--- src/rtl/button_event_arbiter.sv ---
`timescale 1ns/1ps
// Debounced levels -> press/release/long/repeat events, round-robin onto one valid/ready slot.
// Input change to evt_valid is 2 cycles; the slot holds under evt_ready=0, and a full pend bit drops new events into sticky ovf.
module button_event_arbiter #(
  parameter int NUM_BTNS      = 4,
  parameter int ID_W          = 2,
  parameter int LONG_CYCLES   = 50000000,
  parameter int REPEAT_CYCLES = 10000000
) (
  input  logic                clk,
  input  logic                rst,
  input  logic [NUM_BTNS-1:0] btn_level,
  input  logic                evt_ready,
  output logic                evt_valid,
  output logic [ID_W-1:0]     evt_id,
  output logic [1:0]          evt_type,
  output logic                ovf,
  input  logic                ovf_clr
);
  localparam int              NE     = 2**ID_W;
  localparam logic [31:0]     LC     = 32'(LONG_CYCLES);
  localparam logic [31:0]     LC_M1  = 32'(LONG_CYCLES - 1);
  localparam logic [31:0]     RC_M1  = 32'(REPEAT_CYCLES - 1);
  localparam logic            REP_EN = (REPEAT_CYCLES > 0);
  localparam logic [ID_W:0]   NB     = (ID_W+1)'(NUM_BTNS);
  localparam logic [ID_W-1:0] LAST   = ID_W'(NUM_BTNS - 1);

  typedef enum logic [1:0] {
    EV_PRESS   = 2'b00,
    EV_RELEASE = 2'b01,
    EV_LONG    = 2'b10,
    EV_REPEAT  = 2'b11
  } evt_e;

  logic [NUM_BTNS-1:0] r_prev;
  logic [NUM_BTNS-1:0] r_pend_press, r_pend_long, r_pend_rep, r_pend_rel;
  logic [31:0]         r_hold_cnt [NUM_BTNS];
  logic [31:0]         r_rep_cnt  [NUM_BTNS];
  logic [ID_W-1:0]     r_rr_ptr;
  logic                r_evt_valid;
  logic [ID_W-1:0]     r_evt_id;
  logic [1:0]          r_evt_type;
  logic                r_ovf;

  logic [NUM_BTNS-1:0] w_rise, w_fall, w_held, w_set_long, w_set_rep;
  logic [NUM_BTNS-1:0] w_clr_press, w_clr_long, w_clr_rep, w_clr_rel;
  logic [NE-1:0]       w_press_x, w_long_x, w_rep_x, w_rel_x, w_any_x;
  logic [NE-1:0]       w_clr_press_x, w_clr_long_x, w_clr_rep_x, w_clr_rel_x;
  logic                w_load, w_found, w_gnt_vld, w_ovf_evt;
  logic [ID_W:0]       w_sum;
  logic [ID_W-1:0]     w_gnt_idx;
  evt_e                w_gnt_type;

  assign w_rise = btn_level & ~r_prev;
  assign w_fall = ~btn_level & r_prev;
  assign w_held = btn_level & r_prev;
  assign w_load = !r_evt_valid || evt_ready;

  always_comb begin
    w_set_long = '0;
    w_set_rep  = '0;
    for (int i = 0; i < NUM_BTNS; i++) begin
      w_set_long[i] = w_held[i] && (r_hold_cnt[i] == LC_M1);
      w_set_rep[i]  = REP_EN && w_held[i] && (r_hold_cnt[i] == LC) && (r_rep_cnt[i] == RC_M1);
    end
  end

  // Pend vectors padded to the full ID space so absent buttons read as idle.
  assign w_press_x = NE'(r_pend_press);
  assign w_long_x  = NE'(r_pend_long);
  assign w_rep_x   = NE'(r_pend_rep);
  assign w_rel_x   = NE'(r_pend_rel);
  assign w_any_x   = w_press_x | w_long_x | w_rep_x | w_rel_x;

  always_comb begin
    w_found   = 1'b0;
    w_gnt_idx = '0;
    w_sum     = '0;
    for (int off = 0; off < NUM_BTNS; off++) begin
      w_sum = {1'b0, r_rr_ptr} + (ID_W+1)'(off);
      if (w_sum >= NB) w_sum = w_sum - NB;
      if (!w_found && w_any_x[w_sum[ID_W-1:0]]) begin
        w_found   = 1'b1;
        w_gnt_idx = w_sum[ID_W-1:0];
      end
    end
    w_gnt_vld = w_found && w_load;
  end

  // Press before long before repeat before release keeps each button's events in order.
  always_comb begin
    w_gnt_type    = EV_RELEASE;
    w_clr_press_x = '0;
    w_clr_long_x  = '0;
    w_clr_rep_x   = '0;
    w_clr_rel_x   = '0;
    if (w_gnt_vld) begin
      if (w_press_x[w_gnt_idx]) begin
        w_gnt_type               = EV_PRESS;
        w_clr_press_x[w_gnt_idx] = 1'b1;
      end else if (w_long_x[w_gnt_idx]) begin
        w_gnt_type              = EV_LONG;
        w_clr_long_x[w_gnt_idx] = 1'b1;
      end else if (w_rep_x[w_gnt_idx]) begin
        w_gnt_type             = EV_REPEAT;
        w_clr_rep_x[w_gnt_idx] = 1'b1;
      end else begin
        w_gnt_type             = EV_RELEASE;
        w_clr_rel_x[w_gnt_idx] = 1'b1;
      end
    end
  end

  assign w_clr_press = w_clr_press_x[NUM_BTNS-1:0];
  assign w_clr_long  = w_clr_long_x[NUM_BTNS-1:0];
  assign w_clr_rep   = w_clr_rep_x[NUM_BTNS-1:0];
  assign w_clr_rel   = w_clr_rel_x[NUM_BTNS-1:0];

  assign w_ovf_evt = |((w_rise     & r_pend_press & ~w_clr_press) |
                       (w_set_long & r_pend_long  & ~w_clr_long)  |
                       (w_set_rep  & r_pend_rep   & ~w_clr_rep)   |
                       (w_fall     & r_pend_rel   & ~w_clr_rel));

  always_ff @(posedge clk) begin
    if (rst) begin
      r_prev       <= '0;
      r_pend_press <= '0;
      r_pend_long  <= '0;
      r_pend_rep   <= '0;
      r_pend_rel   <= '0;
      r_rr_ptr     <= '0;
      r_evt_valid  <= 1'b0;
      r_evt_id     <= '0;
      r_evt_type   <= EV_PRESS;
      r_ovf        <= 1'b0;
      for (int i = 0; i < NUM_BTNS; i++) begin
        r_hold_cnt[i] <= '0;
        r_rep_cnt[i]  <= '0;
      end
    end else begin
      r_prev       <= btn_level;
      r_pend_press <= (r_pend_press & ~w_clr_press) | w_rise;
      r_pend_long  <= (r_pend_long  & ~w_clr_long)  | w_set_long;
      r_pend_rep   <= (r_pend_rep   & ~w_clr_rep)   | w_set_rep;
      r_pend_rel   <= (r_pend_rel   & ~w_clr_rel)   | w_fall;

      if (w_ovf_evt)    r_ovf <= 1'b1;
      else if (ovf_clr) r_ovf <= 1'b0;

      if (w_load) r_evt_valid <= w_gnt_vld;
      if (w_gnt_vld) begin
        r_evt_id   <= w_gnt_idx;
        r_evt_type <= w_gnt_type;
        r_rr_ptr   <= (w_gnt_idx == LAST) ? '0 : w_gnt_idx + 1'b1;
      end

      // Hold counter saturates at LC; only then does the repeat counter run.
      for (int i = 0; i < NUM_BTNS; i++) begin
        if (w_rise[i]) begin
          r_hold_cnt[i] <= '0;
        end else if (w_held[i]) begin
          if (r_hold_cnt[i] != LC) r_hold_cnt[i] <= r_hold_cnt[i] + 32'd1;
          if (w_set_long[i] || w_set_rep[i])
            r_rep_cnt[i] <= '0;
          else if (REP_EN && (r_hold_cnt[i] == LC))
            r_rep_cnt[i] <= r_rep_cnt[i] + 32'd1;
        end
      end
    end
  end

  assign evt_valid = r_evt_valid;
  assign evt_id    = r_evt_id;
  assign evt_type  = r_evt_type;
  assign ovf       = r_ovf;

endmodule
--- config.mk ---
export PLATFORM = sky130hd
export DESIGN_NAME = button_event_arbiter
export DESIGN_NICKNAME = d
export VERILOG_FILES = /design/src/rtl/button_event_arbiter.sv
export SDC_FILE = /design/constraint.sdc
export NUM_CORES = 1
export LEC_CHECK = 0
export CAP_MARGIN = 15
export CELL_PAD_IN_SITES_DETAIL_PLACEMENT = 0
export CELL_PAD_IN_SITES_GLOBAL_PLACEMENT = 1
export CORE_MARGIN = 2
export CORE_UTILIZATION = 50
export CTS_BUF_LIST = sky130_fd_sc_hd__clkbuf_4
export DETAILED_ROUTE_END_ITERATION = 16
export PLACE_DENSITY_LB_ADDON = 0.2
export SLEW_MARGIN = 20
export SYNTH_ARGS = -nofsm -noshare
export SYNTH_HDL_FRONTEND = slang
export SYNTH_SLANG_ARGS = --single-unit
--- constraint.sdc ---
create_clock -name clk -period 7.1 [get_ports clk]
set_clock_uncertainty 0.1 [all_clocks]
set_input_delay 1.42 -clock clk [delete_from_list [all_inputs] [get_ports clk]]
set_output_delay 1.42 -clock clk [all_outputs]
set_load 0.02 [all_outputs]
== Word level (Yosys, flattened, before mapping) ==
Memory sizes are Yosys's and may differ from the RTL's.
Index checks and enable logic that the tools add are counted.
Cells by class
  equal/unequal tests: 17
  bitwise gates (word level): 47
  $lt $le $gt $ge: 10
  mux-type cells: 141
  reductions and logical operators: 28
  add/subtract/negate cells: 16
Operators with widths (count)
  $mux 32: 16
  $add 32x1->32 const B: 8
  $eq 32x26->1 const B: 8
  $eq 32x24->1 const B: 4
  $ne 32x26->1 const B: 4
  $mux 1: 92
  $and 4x4->4: 15
  $mux 4: 13
  $or 4x4->4: 10
  $mux 2: 12
  $not 4->4: 6
  $logic_and 1x1->1: 17
  $or 1x1->1: 16
  $lt 2x3->1 const B: 5
  $bmux 1 s2: 7
  $ge 3x3->1 const B: 3
  $sub 2x1->2 const B: 4
  $add 2x2->3 const B: 2
  $logic_or 1x1->1: 5
  $logic_not 1->1: 4
  $reduce_or 4->1: 1
  $add 2x1->3 const B: 1
  $ge 2x3->1 const B: 1
  $add 2x1->2 const B: 1
  other kinds (4): 4
Storage, ports and cells
  memory bits (writable): 256
  output and inout bits: 6
  input bits: 8
  memories kept: 2
  logic and storage cells: 271
  register bits: 28
Memory list
  r_hold_cnt: depth 4, bits a word 32, rd ports 4, clocked after Yosys merged registers in 0, wr ports 4, line 37  | logic [31:0] r_hold_cnt [NUM_BTNS];
  r_rep_cnt: depth 4, bits a word 32, rd ports 4, clocked after Yosys merged registers in 0, wr ports 4, line 38  | logic [31:0] r_rep_cnt [NUM_BTNS];

== Depth between registers and ports, before layout ==
Gate-level depths: netlist (run 1).
  depth after elaboration: 29
  gate-level depth with buffers: 12
  gate-level depth less buffers: 10

== Worst setup path after synthesis (run 1) ==
No wires, ideal clock.
  path kind: input port to flip-flop
  start point: input port btn_level[1]
  end point: memory r_rep_cnt[1][0] (enable)
  path slack: 3.421 ns
  library setup time: 0.632 ns
  data required time: 6.368 ns
  data arrival time: 2.947 ns
  stages: 5
  buffers on the path: 0
  cell sequence: nand2_1 nor4_1 inv_1 nand4_1 nand4b_1
RTL lines
  start: declaration: line 12  | input logic [NUM_BTNS-1:0] btn_level,
  end: declaration: line 38

== Worst setup path after layout (run 1) ==
  start point: register r_pend_press[2]
  end point: register r_ovf (netlist: ovf)
On the way
  longest elaborated chain between the ends: 29
  elaborated cells between the ends (all ways): 65
  classes of those cells: order compare (2); mux (38); bitwise (15); reduce/logical (10)
RTL lines
  start: declaration: line 36  | logic [NUM_BTNS-1:0] r_pend_press, r_pend_long, r_pend_rep, r_pend_rel;
  start signal: assignment: line 142  | r_pend_press <= (r_pend_press & ~w_clr_press) | w_rise;
  $or 4x4->4 (3 in series): line 73  | assign w_any_x = w_press_x | w_long_x | w_rep_x | w_rel_x;
  $bmux 1 s2: line 82  | if (!w_found && w_any_x[w_sum[ID_W-1:0]]) begin
  $mux 1 (implied by the code): line 82
  $mux 1: line 82
  $logic_not 1->1: line 82
  $logic_and 1x1->1: line 82
  $mux 1: line 82
  $logic_not 1->1: line 82
  [... 11 more ...]
  $mux 4 (on tied branches): line 97, 98
  $not 4->4 or $mux 4 (tied branches): line 120, 97
  $and 4x4->4 or $not 4->4 (tied branches): line 120, 121
  $or 4x4->4 or $and 4x4->4 (tied branches): line 119, 121
  $or 4x4->4: line 120  | (w_set_long & r_pend_long & ~w_clr_long) |
  $or 4x4->4 *: line 121  | (w_set_rep & r_pend_rep & ~w_clr_rep) |
  $reduce_or 4->1 *: line 119  | assign w_ovf_evt = |((w_rise & r_pend_press & ~w_clr_press) |
  $mux 1 or $reduce_bool 2->1 (tied branches)
  end signal: assignment: line 135  | r_ovf <= 1'b0;
  end signal: assignment: line 147  | if (w_ovf_evt) r_ovf <= 1'b1;
  end signal: assignment: line 148  | else if (ovf_clr) r_ovf <= 1'b0;
  end: declaration: line 43  | logic r_ovf;
Mark *: on every way between the ends. The rest lies on a longest branch, timed or not. The select of a mux whose other input is x is not followed.
A chain may end at the register's enable or synchronous reset.

==> results of run 1 <==
## worst paths after layout
path,slack [ns],endpoint
max,3.44,ovf
min,0.39,r_pend_rel[3]
max reg2reg,3.44,ovf
min reg2reg,0.39,r_pend_rel[3]
## layer usage
metal  GRT usage [%]  vias to the layer above  part of all wire (%)
met3            3.99                       45                   4.3
met2            29.2                      163                    45
met5               0                        -                     0
met4            6.47                        0                   1.7
li1                -                     5686                     -
met1            26.8                     5271                    49
## stage by stage
stage	hold WS [ns]	total power [mW]	util [%]
global route	0.424	4.08	56.0
floorplan	0.344	2.22	-
global placement	0.366	2.31	52.4
CTS	0.387	3.95	56.0
finish	0.389	3.88	56.1
detailed placement	0.379	2.31	52.4
## critical path, cell delays in order (launching register included)
cell	delay, ns
dfxtp_1	0.33
nor4_1	0.67
a2bb2oi_1	0.28
a22o_1	0.47
mux2i_1	0.27
mux2i_2	0.19
or3_1	0.49
o31ai_1	0.32
o221a_2	0.26
a41oi_1	0.12
## power breakdown
group / switching [mW] / total (mW) / internal, mW
sequential: 0.0877 / 1.98 / 1.90
clock: 0.690 / 1.60 / 0.915
combinational: 0.179 / 0.295 / 0.116
total: 0.957 / 3.88 / 2.93
## sequential cells by signal, indices dropped and copies added (netlist names)
signal        count
evt_type          2
r_prev            4
r_hold_cnt      128
r_pend_rep        4
evt_id            2
r_pend_rel        4
r_pend_press      4
r_pend_long       4
evt_valid         1
ovf               1
r_rep_cnt       128
r_rr_ptr          2
## kinds of logic (layout without fill, tap and decap cells)
group / count (synthesis) / count (layout) / synth area share, %
adders and majority gates: 16 / 16 / 1.30
other: 0 / 3 / 0
AOI/OAI and AO/OA: 112 / 112 / 4.44
muxes: 8 / 8 / 0.551
and+or+nand+nor: 816 / 816 / 25.8
DFF: 284 / 284 / 53.5
buffers and inverters: 84 / 210 / 2.10
xor gates and xnor gates: 217 / 217 / 12.3
## synthesized netlist by cell type (6+ instances only)
master,count
a21o_1,6
a21oi_1,50
and2_1,6
and3_1,42
and4_1,21
clkbuf_1,40
dfxtp_1,28
edfxtp_1,256
ha_1,16
inv_1,41
mux2i_1,6
nand2_1,137
nand2b_1,8
nand3_1,106
nand4_1,51
nor2_1,304
nor2b_1,10
nor3_1,22
nor4_1,32
nor4b_1,16
o21ai_0,28
or2_2,6
or3_1,32
or4_1,8
xnor2_1,73
xor2_1,144
## area by class of cell
cell class,instances,area (µm²),area share [%]
Inverter,41,154,0.900
Clock buffer,127,953,5.58
Tap cell,396,495,2.90
Timing Repair Buffer,27,235,1.38
Sequential cell,284,8250,48.2
Antenna cell,3,7.51,0.0439
Clock inverter,15,139,0.812
Multi-Input combinational cell,1169,6870,40.2
==> impl_metrics.tcl, run 1 <==
set metrics [dict create \
    grt_overflow 0 \
    grtUsageTotal_pct 19.0 \
    netlist-cell-type-count 57 \
    drt_iter0_drc 817 \
    fin_crit_sh_pct 51.6 \
    worstPathMaxFanout 10 \
    yosysTopAreaCellShare_pct 49.8 \
    synth_seq_cells 284 \
    place.gp.congestion 0.848 \
    synth_area_per_cell_um2 10.0 \
    clock_path_buffers 3 \
    synthArstFlopShare_pct 0 \
    hp-start "r_pend_rel[3]" \
    die_area_mm2 0.0323 \
    r2r-start "r_pend_press[2]" \
    finalSetupTns_ns 0 \
    routed_wl_um 30400 \
    vias 11165 \
    final_hold_viol_count 0 \
    final_common_cell "nor2_1" \
    avgRoutedWirePerCell_um 14.7 \
    synthFlopType "edfxtp_1" \
    synth_cells 1537 \
    p_per_area_mw_per_mm2 227 \
    synth_nets 1561 \
    status "complete, no violations" \
    fin_nets 1627 \
    yosys_warnings 0 \
    cts_tree "yes" \
    mostFrequentLayoutCells "nor2_1, edfxtp_1, xor2_1" \
    post_cts.repair.setup_buffers 0 \
    min_period_ns 3.66 \
    min_path_cells 2 \
    fp.dieH_um 180 \
    cp-end-kind "flip-flop" \
    worst_slack_ns 3.44 \
    dp_cells 1917 \
    grt_pass1_vias 10816 \
    rsz0062_at_grt "false" \
    root_buffer "clkbuf_4" \
    synth_edf_count 256 \
    cts-buffers-inserted 80 \
    ff2ff_path_depth 9 \
    worstMarginPinSlew_ns 0.912 \
    clk_latency_ns 0.69 \
    ant_nets 0 \
    stdcell_count 2062 \
    first_pass_iters 4 \
    htree_num_levels 3 \
    dp_hpwl_um 19600 \
    ys_seq_area_share_pct 53.5 \
    std_cell_rows 64 \
    placed_cell_area_mm2 0.0160 \
    pre_cts_slack_ns 2.76 \
    cts_resized 0 \
    drive_above_1_share_pct 9.92 \
    synth_area_mm2 0.0154 \
    antenna_found_initial 2 \
    grt_pass1_wl_um 52300 \
    cts_sinks 284 \
    slew_headroom_pct 39.0 \
    setup_viol 0 \
    fill_cells 2744 \
    ir_drop_v 0.000115 \
    clk_pin_slew_ns 0.07 \
    worstSetupPathType "reg2reg" \
    cp-start-kind "flip-flop" \
    crit_start "r_pend_press[2]" \
    crit_required_ns 7.52 \
    die_w_um 180 \
    io_pins 14 \
    grt_max_degree 34 \
    leakagePower_nw 5.64 \
    arrival_ns 4.09 \
    drc 0 \
    hold_path_class "reg2reg" \
    portBuffers 13 \
    synth_top_area_cell "edfxtp_1" \
    fmax_ghz 0.273 \
    initial_core_util_pct 50.6 \
    core-area_mm2 0.0305 \
    maxCapViolations 0 \
    finalMaxSlewViolations 0 \
    cts.hold.buffers_added 0 \
    viasPerCell 5.41 \
    fin_area_mm2 0.0171 \
    syn_to_final_growth_pct 10.8 \
    synth_area_leaders "edfxtp_1, xor2_1, nor2_1, xnor2_1, dfxtp_1" \
]
(Power assumes the default switching activity.)
==> run 2, diff against run 1 <==
--- a/config.mk
+++ b/config.mk
@@ -9,7 +9,7 @@
 export CELL_PAD_IN_SITES_DETAIL_PLACEMENT = 0
 export CELL_PAD_IN_SITES_GLOBAL_PLACEMENT = 1
 export CORE_MARGIN = 2
-export CORE_UTILIZATION = 50
+export CORE_UTILIZATION = 47
 export CTS_BUF_LIST = sky130_fd_sc_hd__clkbuf_4
 export DETAILED_ROUTE_END_ITERATION = 16
 export PLACE_DENSITY_LB_ADDON = 0.2
==> constraint.sdc (replaced) <==
create_clock -name clk -period 3.3 [get_ports clk]
set_clock_uncertainty 0.1 [all_clocks]
set_input_delay 0.66 -clock clk [delete_from_list [all_inputs] [get_ports clk]]
set_output_delay 0.66 -clock clk [all_outputs]
set_load 0.02 [all_outputs]
==> run 2 against run 1 <==
Cell count increased by 3.4%. Non-clock buffer count up 36. Flip-flop and latch count stayed put. Power up 110%. First-iteration DRC count is 17% lower. Sequential share of layout area is 0.91 points lower. Global-route usage grew 0.22 points. Largest power group unchanged. Highest routed layer unchanged.
==> impl_metrics.tcl, run 2 (synthesis gave the netlist of run 1 again) <==
set metrics [dict create \
    cts-buffers-inserted 80 \
    hold_path_class "in2reg" \
    routed_wl_um 31800 \
    mostFrequentLayoutCells "nor2_1, edfxtp_1, xor2_1" \
    multiInputGateArea_mm2 0.00692 \
    first_pass_iters 4 \
    worstSetupPathType "reg2reg" \
    drt_iter0_drc 680 \
    antenna_found_initial 1 \
    critPathBufInv 1 \
    post_cts.repair.setup_buffers 0 \
    finalMaxSlewViolations 0 \
    slew_headroom_pct 53.9 \
    fp.dieH_um 185 \
    std_cell_rows 66 \
    vias 11354 \
    fin_util_pct 53.7 \
    final_hold_viol_count 0 \
    avgRoutedWirePerCell_um 14.9 \
    regArea_mm2 0.00825 \
    ant_nets 0 \
    cts_sinks 284 \
    die_w_um 185 \
    ir_drop_v 0.000226 \
    grt_pass1_vias 11203 \
    finalSetupTns_ns 0 \
    timing.hold.ws_ns 0.293 \
    initial_core_util_pct 47.5 \
    cp-end-kind "flip-flop" \
    stdcell_count 2133 \
    clk_pin_slew_ns 0.06 \
    portBuffers 13 \
    crit_required_ns 3.77 \
    root_buffer "clkbuf_4" \
    status "complete, no violations" \
    clk_latency_ns 0.72 \
    fmax_ghz 0.314 \
    power_mw 8.29 \
    dp_cells 1999 \
    cp_slowest_cell "or4_4" \
    leakagePower_nw 5.79 \
    htree_num_levels 3 \
    viasPerCell 5.32 \
    place.gp.congestion 0.857 \
    grtUsageTotal_pct 19.2 \
    rsz0062_at_grt "true" \
    clock_path_buffers 3 \
    dp_hpwl_um 20700 \
    setup_viol 0 \
    crit_chain "or4_4 > o21a_1 > a22o_4 > buf_4 > mux2i_1 > mux2_2 > or4_1 > a311oi_1 > a41oi_1" \
    crit_family "simple AND/OR/NAND/NOR gates" \
    p_per_area_mw_per_mm2 476 \
    fin_crit_sh_pct 96.5 \
    fin_area_mm2 0.0174 \
    reg.largest.list "r_hold_cnt: 128 flops, r_rep_cnt: 128 flops" \
    worstPathMaxFanout 6 \
    arrival_ns 3.66 \
    cts.hold.buffers_added 0 \
    core-area_mm2 0.0325 \
    syn_to_final_growth_pct 13.0 \
    cp-start-kind "flip-flop" \
    worstMarginPinSlew_ns 0.686 \
    maxCapViolations 0 \
    pre_cts_slack_ns -0.0356 \
    placed_cell_area_mm2 0.0164 \
    grt_pass1_wl_um 53800 \
    die_area_mm2 0.0343 \
    grt_overflow 0 \
    grt_max_degree 33 \
    worst_slack_ns 0.115 \
    cts_tree "yes" \
    min_period_ns 3.19 \
    io_pins 14 \
    drc 0 \
    fin_nets 1663 \
    drive_above_1_share_pct 11.4 \
    max_stage_delay_ns 0.59 \
    fill_cells 2981 \
    final_common_cell "nor2_1" \
]
[run 2: cell types whose count changed in the layout (fill, tap and decap cells not counted), sizes merged]
| cell | change |
|---|---|
| diode | -2 |
| clkdlybuf4s50 | -1 |
| inv | +1 |
| clkbuf | -23 |
| clkinvlp | -1 |
| clkinv | +13 |
| buf | +37 |
| bufinv | +1 |
[run 2: path summary, 6_finish.rpt]
path | start | slack (ns) | endpoint | depth (start not counted)
max | r_pend_rel[1] | 0.11 | ovf | 9
min | rst | 0.29 | r_rr_ptr[0] | 2
max reg2reg | r_pend_rel[1] | 0.11 | ovf | 9
min reg2reg | evt_type[1] | 0.36 | evt_type[1] | 2
[run 2: per-layer routing]
| metal | wire length (µm) | GRT usage, % |
|---|---|---|
| met3 | 1110 | 4.40 |
| met4 | 802 | 7.43 |
| met1 | 15800 | 26.6 |
| met2 | 14100 | 29.2 |
| met5 | 0 | 0 |
[run 2: area by class of cell]
| type | instances | share of cell area (%) |
|---|---|---|
| repair buffers | 63 | 3.16 |
| diodes | 1 | 0.0144 |
| clock inverters | 29 | 1.27 |
| clock buffers | 104 | 4.48 |
| well taps | 442 | 3.17 |
| multi-input cells | 1169 | 39.7 |
| flip-flops and latches | 284 | 47.3 |
| inverters | 41 | 0.883 |
[run 2: report_power, final]
part	switching [mW]	internal, mW
combinational	0.429	0.315
clock	1.51	1.78
sequential	0.185	4.08
total	2.12	6.17
[run 2: timing repair]
item / 4_1_cts / 5_1_grt
pin swaps: 0 / 2
gates resized for setup: 2 / 8
endpoints found under the setup margin: 1 / 17
==> run 3, diff against run 2 <==
--- a/config.mk
+++ b/config.mk
@@ -11,8 +11,10 @@
 export CORE_MARGIN = 2
 export CORE_UTILIZATION = 47
 export CTS_BUF_LIST = sky130_fd_sc_hd__clkbuf_4
+export CTS_CLUSTER_SIZE = 25
 export DETAILED_ROUTE_END_ITERATION = 16
 export PLACE_DENSITY_LB_ADDON = 0.2
+export SETUP_SLACK_MARGIN = 0.05
 export SLEW_MARGIN = 20
 export SYNTH_ARGS = -nofsm -noshare
 export SYNTH_HDL_FRONTEND = slang
==> run 3 against run 2 <==
Global-route usage unchanged. Combinational power about the same. Cell count unchanged. Critical path depth unchanged. Sequential share of layout area about the same. Maximum frequency down 0.14%. Largest cell class unchanged. Setup slack worse by 0.0044 ns.
==> impl_metrics.tcl, run 3 (synthesis gave the netlist of run 1 again) <==
set metrics [dict create \
    status "complete, no violations" \
    root_buffer "clkbuf_4" \
    die_w_um 185 \
    reg2reg_slack_ns 0.11 \
    worstMarginPinSlew_ns 0.682 \
    reg.largest.list "r_hold_cnt: 128 flops, r_rep_cnt: 128 flops" \
    htree_num_levels 3 \
    viasPerCell 5.31 \
    finalMaxSlewViolations 0 \
    hold_path_class "in2reg" \
    fin_crit_sh_pct 96.6 \
    first_pass_iters 4 \
    p_sw_mw 2.12 \
    drc 0 \
    min_period_ns 3.19 \
    seq_power_share_pct 51.4 \
    antenna_found_initial 1 \
    ant_nets 0 \
    slew_headroom_pct 54.2 \
    fmax_ghz 0.314 \
    drt_iter0_drc 625 \
    fill_cells 2978 \
    ir_drop_v 0.000226 \
    maxCapViolations 0 \
    drive_above_1_share_pct 11.5 \
    cts.hold.buffers_added 0 \
    routed_wl_um 31800 \
    crit_chain "or4_4 > o21a_1 > a22o_4 > buf_4 > mux2i_1 > mux2_2 > or4_1 > a311oi_1 > a41oi_1" \
    dp_hpwl_um 20700 \
    swShare_pct 25.6 \
    vias 11329 \
    io_pins 14 \
    cp-end-kind "flip-flop" \
    mostFrequentLayoutCells "nor2_1, edfxtp_1, xor2_1" \
    final_common_cell "nor2_1" \
    clk_latency_ns 0.72 \
    clock_path_buffers 3 \
    grt_overflow 0 \
    setup_viol 0 \
    avgRoutedWirePerCell_um 14.9 \
    final_hold_viol_count 0 \
    fin_util_pct 53.7 \
    worstSetupPathType "reg2reg" \
    fp.dieH_um 185 \
    grtUsageTotal_pct 19.2 \
    std_cell_rows 66 \
    die_area_mm2 0.0343 \
    cts_tree "yes" \
    leakagePower_nw 5.79 \
    cts_sinks 284 \
    fin_area_mm2 0.0174 \
    max_stage_delay_ns 0.59 \
    syn_to_final_growth_pct 13.0 \
    portBuffers 13 \
    arrival_ns 3.67 \
    p_per_area_mw_per_mm2 476 \
    grt_pass1_vias 11203 \
    fin_nets 1663 \
    clk_pin_slew_ns 0.06 \
    grt_pass1_wl_um 53800 \
    crit_required_ns 3.78 \
    cp-start-kind "flip-flop" \
    clockPowerShare_pct 39.6 \
    place.gp.congestion 0.857 \
    internal-power_mw 6.17 \
    placed_cell_area_mm2 0.0164 \
    rsz0062_at_grt "true" \
    cts-buffers-inserted 80 \
    post_cts.repair.setup_buffers 0 \
    worstPathMaxFanout 6 \
    initial_core_util_pct 47.5 \
    cp_slowest_cell "or4_4" \
    core-area_mm2 0.0325 \
    grt_max_degree 33 \
    p_comb_share_pct 9.0 \
]
[run 3: cell count changes in the layout (fill, tap and decap cells not counted)]
| cell | before | now |
|---|---|---|
| nor3_1 | 22 | 21 |
| nor3_2 | 0 | 1 |
[run 3: repair_timing]
item,CTS,global route
endpoints found under the setup margin,1,60
pin swaps,0,2
gates resized for setup,3,8
[run 3: worst paths after layout]
kind / start / endpoint / cells after the start
setup / recovery: r_pend_rel[1] / ovf / 9
hold / removal: rst / r_rr_ptr[0] / 2
setup reg to reg: r_pend_rel[1] / ovf / 9
hold reg to reg: evt_type[1] / evt_type[1] / 2
[run 3: area by class of cell]
type	instances	area, µm²	area share [%]
antenna	1	2.50	0.0144
clock buffer	104	781	4.48
clock inverter	29	221	1.27
inverter	41	154	0.883
multi-input combinational	1169	6930	39.7
sequential	284	8250	47.3
tap	442	553	3.17
timing repair buffer	63	551	3.16
[run 3: power groups by stage]
stage / combinational, mW / clock (mW) / sequential [mW]
after floorplan: 0.478 / 0 / 4.30
after global placement: 0.720 / 0 / 4.33
after detailed placement: 0.713 / 0 / 4.34
after CTS: 0.722 / 3.43 / 4.26
after global routing: 0.822 / 3.59 / 4.29
final: 0.743 / 3.28 / 4.26
[run 3: layer usage]
| layer | part of all wire, % | global-route usage [%] |
|---|---|---|
| met5 | 0 | 0 |
| met4 | 2.5 | 7.43 |
| met3 | 3.3 | 4.40 |
| met2 | 45 | 29.2 |
| met1 | 50 | 26.6 |
[run 3: stage by stage]
step                      cells  power [mW]  hold slack, ns  TNS, ns  worst slack, ns
after detailed placement   1999        5.05           0.350  -0.0356          -0.0356
final                      2133        8.29           0.296        0            0.111
after global routing       2133        8.70           0.244  -0.0388          -0.0388
after floorplan            1537        4.78           0.344        0           0.0686
after global placement     1999        5.05           0.341  -0.0169          -0.0169
after CTS                  2132        8.41           0.223        0           0.0664
[run 3: critical path, delay by kind of cell (launching register included)]
kind                   cells  cell delay [ns]
flip-flops                 1             0.32
AO/OA/AOI/OAI              4             0.91
buffers and inverters      1             0.16
multiplexers               2             0.45
AND/OR/NAND/NOR            2             1.12
